File: src/rtl/cpu_pkg.sv
// ============================================================================
// cpu_pkg : shared state encoding and next-PC source indices
// Rev 1.0
// ============================================================================
`default_nettype none

package cpu_pkg;

  typedef enum logic [0:0] {
    ST_RUN      = 1'b0,
    ST_EXC_JUMP = 1'b1
  } pc_state_t;

  localparam int SRC_ALU    = 0;
  localparam int SRC_ALUOUT = 1;
  localparam int SRC_CONCAT = 2;
  localparam int SRC_MDR    = 3;
  localparam int SRC_EPC    = 4;

  localparam int EXC_CODE_W = 2;

endpackage

`default_nettype wire

File: src/rtl/pc_src_mux.sv
// ============================================================================
// pc_src_mux : NUM_SRC-way flattened-bus mux with out-of-range flag
// Rev 1.0
// ============================================================================
`default_nettype none

module pc_src_mux #(
  parameter int DATA_W  = 32,
  parameter int NUM_SRC = 5,
  parameter int SEL_W   = $clog2(NUM_SRC)
) (
  input  logic [SEL_W-1:0]          sel,
  input  logic [NUM_SRC*DATA_W-1:0] bus,
  output logic [DATA_W-1:0]         out,
  output logic                      out_of_range
);

  always_comb begin
    out = '0;
    for (int k = 0; k < NUM_SRC; k++) begin
      if (sel == SEL_W'(k)) begin
        out = bus[k*DATA_W +: DATA_W];
      end
    end
  end

  // Unreachable when NUM_SRC is a power of two; the compare then folds away.
  assign out_of_range = ({{(32 - SEL_W){1'b0}}, sel} >= 32'(NUM_SRC));

endmodule

`default_nettype wire

File: src/rtl/pc_next_unit.sv
// ============================================================================
// pc_next_unit : next-PC selection, PC/EPC registers and exception redirect
// Rev 1.0
// ============================================================================
`default_nettype none

module pc_next_unit
  import cpu_pkg::*;
#(
  parameter int              DATA_W    = 32,
  parameter int              NUM_SRC   = 5,
  parameter logic [DATA_W-1:0] RESET_PC = 32'h0000_0000,
  parameter logic [DATA_W-1:0] EXC_BASE = 32'h0000_0400,
  parameter bit              ALIGN_CHK = 1'b1,
  localparam int             SEL_W     = $clog2(NUM_SRC)
) (
  input  logic                      clk,
  input  logic                      reset,
  input  logic [SEL_W-1:0]          src_sel,
  input  logic [NUM_SRC*DATA_W-1:0] src_bus,
  input  logic                      pc_write,
  input  logic                      pc_write_cond,
  input  logic                      cond_true,
  input  logic                      exc_req,
  input  logic [EXC_CODE_W-1:0]     exc_code,
  output logic [DATA_W-1:0]         pc_out,
  output logic [DATA_W-1:0]         epc_out,
  output logic                      busy,
  output logic                      sel_err,
  output logic                      align_err
);

  pc_state_t             state;
  logic [EXC_CODE_W-1:0] code;
  logic [DATA_W-1:0]     target;
  logic                  sel_oor;
  logic                  do_wr;
  logic                  misaligned;
  logic [DATA_W-1:0]     exc_vector;

  pc_src_mux #(
    .DATA_W  (DATA_W),
    .NUM_SRC (NUM_SRC),
    .SEL_W   (SEL_W)
  ) u_src_mux (
    .sel          (src_sel),
    .bus          (src_bus),
    .out          (target),
    .out_of_range (sel_oor)
  );

  assign do_wr      = pc_write | (pc_write_cond & cond_true);
  assign misaligned = ALIGN_CHK && (target[1:0] != 2'b00);
  // Vector offset is the cause scaled to a word index; the add wraps silently.
  assign exc_vector = EXC_BASE + DATA_W'({code, 2'b00});

  always_ff @(posedge clk) begin
    if (reset) begin
      state     <= ST_RUN;
      pc_out    <= RESET_PC;
      epc_out   <= '0;
      code      <= '0;
      busy      <= 1'b0;
      sel_err   <= 1'b0;
      align_err <= 1'b0;
    end else begin
      align_err <= 1'b0;
      case (state)
        ST_RUN: begin
          if (exc_req) begin
            epc_out <= pc_out;
            code    <= exc_code;
            state   <= ST_EXC_JUMP;
            busy    <= 1'b1;
          end else if (do_wr) begin
            if (sel_oor) begin
              sel_err <= 1'b1;
            end else if (misaligned) begin
              align_err <= 1'b1;
            end else begin
              pc_out <= target;
            end
          end
        end
        ST_EXC_JUMP: begin
          pc_out <= exc_vector;
          state  <= ST_RUN;
          busy   <= 1'b0;
        end
        default: begin
          state <= ST_RUN;
          busy  <= 1'b0;
        end
      endcase
    end
  end

endmodule

`default_nettype wire

File: config.mk
export PLATFORM = sky130hd
export DESIGN_NAME = pc_next_unit
export DESIGN_NICKNAME = d
export VERILOG_FILES = /design/src/rtl/cpu_pkg.sv /design/src/rtl/pc_src_mux.sv /design/src/rtl/pc_next_unit.sv
export SDC_FILE = /design/constraint.sdc
export NUM_CORES = 1
export LEC_CHECK = 0
export ABC_CLOCK_PERIOD_IN_PS = 1820
export BUFFER_PORTS_ARGS = -buffer_cell sky130_fd_sc_hd__clkbuf_2
export CAP_MARGIN = 30
export CORE_ASPECT_RATIO = 1.25
export CORE_MARGIN = 2
export CORE_UTILIZATION = 38
export DETAILED_ROUTE_END_ITERATION = 10
export PLACE_DENSITY = 0.8
export SYNTH_ARGS = -nofsm -noshare
export SYNTH_HDL_FRONTEND = slang
export SYNTH_SLANG_ARGS = --single-unit
File: constraint.sdc
create_clock -name clk -period 1.82 [get_ports clk]
set_input_delay 0.455 -clock clk [delete_from_list [all_inputs] [get_ports clk]]
set_output_delay 0.455 -clock clk [all_outputs]
set_load 0.01 [all_outputs]
==> flow_metrics.tcl, run 1 <==
set metrics [dict create \
    area_growth_syn_to_layout_pct 48.22 \
    syn_area_per_cell_um2 9.544 \
    start_util_pct 39.22 \
    critPathKind "in2reg" \
    root_buffer "clkbuf_16" \
    finalCritPeriodShare_pct 91.91 \
    finalNetCount 781 \
    cts_setup_buffers 0 \
    drtAntennaViolNets 0 \
    drv_cap 0 \
    synth-seq-cells 70 \
    synth_cell_types 33 \
    power_switching_mw 1.061 \
    fin_skew_ns 0.004207 \
    routed_wl_mm 12.22 \
    fmax_mhz 597.8 \
    crit_chain "clkbuf_2 -> buf_12 -> nor3_1 -> o31a_2 -> nor2_2 -> buf_12 -> a211oi_1" \
    final-hold-violation-count 0 \
    irDropWorstVdd_uv 475.3 \
    synthCells 379 \
    fin_area_um2 5361 \
    dp_hpwl_mm 10.10 \
    core-area_um2 9223 \
    grt_pass1_vias 4034 \
    timing.setup.tns_ns 0 \
    clockPowerShare_pct 43.6 \
    worstReg2RegStart "state" \
    grt_pass1_wl_mm 19.38 \
    post-route-min-period_ns 1.673 \
    yosysWarnings 0 \
    drv_slew 0 \
    wl_per_cell_um 16.56 \
    syn_area_um2 3617 \
    slowest_delay_ns 0.38 \
    p_leak_nw 2.382 \
    rrSetupSlack_ns 0.27 \
    clkLatencyLatePin_ns 0.32 \
    mostFrequentLayoutCells "clkbuf_2, nand2_1, dfxtp_1" \
    utilization_pct 58.13 \
    die_y_um 113.1 \
    drive_above_1_share_pct 52.52 \
    dieArea_um2 10320 \
    vias 3931 \
    worstMarginPinSlew_ns 0.7190 \
    final_cells 738 \
    critical_path_required_ns 2.05 \
    layout_setup_ws_ns 0.1472 \
    drc 0 \
    die_w_um 91.27 \
    hold_path_depth 2 \
    dpl_cell_area_um2 5006 \
    critPathMaxFanout 29 \
    yosysSeqAreaShare_pct 38.74 \
    grt_max_degree 39 \
    cp-end-kind "flip-flop" \
    r2r_end "align_err" \
    h-tree-depth 3 \
    crit_path_top_delay_cell "nor3_1" \
    post-place-ws_ns -0.3227 \
    io_pins 238 \
    setup_violations 0 \
    diodes 0 \
    p_seq_share_pct 37.6 \
    cts_tree "done" \
    first_pass_iters 8 \
    min_from "reset" \
    min_to "epc_out[2]" \
    grt-ovfl-total 0 \
    crit_top_cell "buf_12" \
    drt_iter0_drc 241 \
    clk_path_buf_depth 2 \
    final_common_cell "clkbuf_2" \
    viasPerCell 5.327 \
    rsz0062_at_grt "false" \
    crit_path_start_kind "input port" \
    portBuffers 237 \
    cp.arrival_ns 1.90 \
    grt_use_total_pct 23.65 \
    dp_cells 722 \
    hp-class "in2reg" \
    pwr-share-comb_pct 18.8 \
    powerDensity_nw_per_um2 817.9 \
    clock-sinks 70 \
    antenna_found_initial 0 \
    status "complete, no violations" \
    rows 39 \
    max_slew_margin_pct 52.07 \
    cts_buffers 9 \
    syn-num-nets 550 \
    clk_pin_slew_ns 0.05 \
    intPower_mw 3.324 \
    gp_congestion 0.8748 \
    switching_share_pct 24.20 \
    rr_worst_depth 2 \
]
power groups by stage:
stage / clock network [mW] / registers, mW / logic, mW
2_1_floorplan: 0 / 1.69 / 0.429
3_3_place_gp: 0 / 1.68 / 0.792
3_5_place_dp: 0 / 1.68 / 0.819
4_1_cts: 1.93 / 1.65 / 0.822
5_1_grt: 2.00 / 1.66 / 0.901
6_report: 1.91 / 1.65 / 0.823
registers in the layout (all words and copies together), names as in the netlist:
register / count
state: 1
pc_out: 32
busy: 1
code: 2
align_err: 1
sel_err: 1
epc_out: 32
worst max path at each step:
stage	start	end	cells past startpoint	slack, ns
after floorplan	src_sel[1]	pc_out[13]	8	0.008
after global placement	src_sel[0]	pc_out[5]	6	-0.18
after detailed placement	src_sel[0]	pc_out[5]	6	-0.32
after CTS	src_sel[0]	pc_out[5]	6	0.006
after global routing	src_sel[0]	pc_out[9]	7	0.03
final	src_sel[0]	pc_out[5]	7	0.15
cell families (layout without fill, tap and decap cells):
group,Yosys count,count (layout),share of synthesized area (%)
buffers and inverters,45,281,5.880
AOI/OAI and AO/OA,136,136,25.42
DFF,70,70,38.74
muxes,31,31,17.92
and+or+nand+nor,97,97,12.04
synthesized netlist by cell type:
master     number  area (um2)
o32ai_1         2       17.52
a22oi_1        27       202.7
buf_1           1       3.750
o31a_2          1       10.01
o22ai_1         2       12.51
o31ai_2         1       12.51
nor4b_1         1       8.760
buf_2           5       25.02
buf_6           2       22.52
o311a_1         1       10.01
nor3b_2         3       37.54
a2111oi_2       1       15.01
o21ai_1         1       5.000
nand2b_1        3       18.77
a2111oi_0       1       8.760
mux2i_1         4       40.04
a211oi_2        8       100.1
inv_1           5       18.77
mux4_2         27       608.1
nor2b_1         3       18.77
nor3_1          6       30.03
nor3b_4         1       18.77
nand2_1        70       262.8
dfxtp_1        70        1401
clkbuf_1       26       97.59
nor2_1          9       33.78
or2_2           1       6.260
a21boi_0        2       15.01
a211oi_1       24       180.2
buf_4           6       45.04
a21oi_1        63       315.3
a31oi_1         1       6.260
a211o_1         1       8.760
final cells by class:
type                       instances  area (um2)
fill                             819        3861
multi-input combinational        264        2039
timing repair buffer             260        1413
sequential                        70        1401
clock buffer                      13       270.3
tap                              123       153.9
clock inverter                     3       65.06
inverter                           5       18.77
layer usage:
layer,track usage [%],part of all wire (%),wire (um),vias up
li1,-,-,-,1878
met1,27.75,37,4570,1794
met2,40.79,51,6243,217
met3,5.060,7.7,936,42
met4,11.92,3.8,470,0
met5,0,0,0,-
through the flow:
step	power [mW]	hold slack [ns]
final	4.385	0.3422
after global routing	4.556	0.3475
after CTS	4.400	0.3341
after detailed placement	2.499	0.4477
after global placement	2.472	0.4417
after floorplan	2.116	0.4363
timing repair:
action | CTS | global route
resized for setup | 0 | 4
setup endpoints to repair | 0 | 13
hold buffers | 0 | 0
worst max-delay path, delay by kind of cell:
family,cells,cell delay (ns)
AND/OR/NAND/NOR,2,0.44
AO/OA/AOI/OAI,2,0.47
buffers and inverters,3,0.52
(Power assumes the default switching activity.)
==> inputs of run 2 (changes only) <==
--- a/config.mk
+++ b/config.mk
@@ -11,8 +11,10 @@
 export CORE_ASPECT_RATIO = 1.25
 export CORE_MARGIN = 2
 export CORE_UTILIZATION = 38
+export CTS_CLUSTER_SIZE = 40
 export DETAILED_ROUTE_END_ITERATION = 10
 export PLACE_DENSITY = 0.8
+export REMOVE_ABC_BUFFERS = 1
 export SYNTH_ARGS = -nofsm -noshare
 export SYNTH_HDL_FRONTEND = slang
 export SYNTH_SLANG_ARGS = --single-unit
==> run 2 against run 1 <==
Compared with the run above:
- final cell count rose by 0.68%
- sequential share of layout area fell by 0.30 points
- largest power group unchanged
- die area did not move
- clock-buffer cell count fell by 2
- maximum frequency barely moved
- flip-flop and latch count did not move
- register-to-register slack improved by 0.17 ns
- worst setup slack improved by 0.00090 ns
- combinational power rose by 3.2%
- cell area rose by 1.1%
==> flow_metrics.tcl, run 2 (synthesized netlist as in run 1, its figures left out) <==
set metrics [dict create \
    gp_congestion 0.7779 \
    critPathKind "in2reg" \
    core-area_um2 9223 \
    clk_pin_slew_ns 0.06 \
    setup_violations 0 \
    finalNetCount 786 \
    antenna_found_initial 0 \
    fill_cells 802 \
    largest_registers "epc_out (32), pc_out (32), code (2)" \
    fin_skew_ns 0.005058 \
    die_w_um 91.27 \
    area_growth_syn_to_layout_pct 49.91 \
    finalCritPeriodShare_pct 91.86 \
    status "complete, no violations" \
    drt_iter0_drc 201 \
    hold_slack_ns 0.3627 \
    mostFrequentLayoutCells "clkbuf_2, nand2_1, dfxtp_1" \
    wl_per_cell_um 17.46 \
    final-hold-violation-count 0 \
    rows 39 \
    drv_cap 0 \
    grt_pass1_wl_mm 20.87 \
    drtAntennaViolNets 0 \
    hp-class "in2reg" \
    post-route-min-period_ns 1.672 \
    grt_use_total_pct 25.80 \
    timing.setup.tns_ns 0 \
    routed_wl_mm 12.97 \
    ff_latch_area_um2 1401 \
    die_y_um 113.1 \
    root_buffer "clkbuf_16" \
    cp-end-kind "flip-flop" \
    cts_buffers 9 \
    irDropWorstVdd_uv 461.1 \
    hold_buffers 0 \
    portBuffers 237 \
    drive_above_1_share_pct 52.26 \
    dp_hpwl_mm 10.29 \
    multi_input_area_um2 2033 \
    final_common_cell "clkbuf_2" \
    diodes 0 \
    drv_slew 0 \
    grt_pass1_vias 4143 \
    critical_path_required_ns 2.05 \
    dieArea_um2 10320 \
    grt_max_degree 41 \
    fmax_mhz 598.1 \
    max_slew_margin_pct 67.76 \
    worstMarginPinSlew_ns 0.4807 \
    drc 0 \
    p_leak_nw 2.416 \
    io_pins 238 \
    rsz0062_at_grt "false" \
    utilization_pct 58.80 \
    cts_tree "done" \
    start_util_pct 39.22 \
    critPathMaxFanout 17 \
    viasPerCell 5.415 \
    powerDensity_nw_per_um2 823.4 \
    crit_path_start_kind "input port" \
    vias 4023 \
    clock-sinks 70 \
    h-tree-depth 3 \
    first_pass_iters 5 \
    cp.arrival_ns 1.90 \
    clk_path_buf_depth 2 \
    clkLatencyLatePin_ns 0.32 \
    power.total_mw 4.465 \
    grt-ovfl-total 0 \
]
==> run 2: power by group <==
group	total (mW)	internal, mW	switching (mW)
combinational	0.849	0.435	0.415
clock	1.97	1.34	0.628
sequential	1.64	1.59	0.0504
total	4.46	3.37	1.09
==> run 2: worst max-delay path, stage by stage <==
cell and delay [ns]:
clkbuf_2 0.14, buf_4 0.16, a211oi_1 0.42, o31a_2 0.28
nor2_4 0.07, buf_12 0.15, a211oi_1 0.22
==> run 2: routing by layer <==
layer  up-vias  part of all wire (%)  global-route usage (%)
li1       1892                     -                       -
met4         0                   2.2                   11.01
met1      1897                    38                   29.32
met5         -                     0                       0
met3        21                   8.2                   5.992
met2       213                    52                   46.22
==> run 2: worst paths after layout <==
kind / endpoint / slack (ns) / depth (start not counted) / startpoint
worst min register to register: epc_out[29] / 0.45 / 2 / epc_out[29]
worst max register to register: pc_out[26] / 0.44 / 3 / state
worst max-delay path: pc_out[26] / 0.15 / 7 / src_sel[0]
worst min-delay path: code[1] / 0.36 / 3 / exc_code[1]
==> run 2: area by class of cell <==
class / count / area share [%]
well taps: 123 / 2.838
clock buffers: 11 / 4.292
clock inverters: 5 / 1.984
inverters: 5 / 0.3461
flip-flops and latches: 70 / 25.84
multi-input cells: 264 / 37.49
repair buffers: 265 / 27.20
==> run 2: metrics by stage <==
stage,instances,setup slack (ns),area (um2)
floorplan,339,-1.146,3423
global placement,727,-0.1187,5079
detailed placement,727,-0.2590,5079
CTS,743,0.1004,5419
global route,743,0.009001,5423
finish,743,0.1481,5423
==> run 2: what timing repair did <==
action                     in CTS  in global routing
gates resized for setup         0                  1
setup endpoints to repair       0                  7
setup buffers                   0                  0
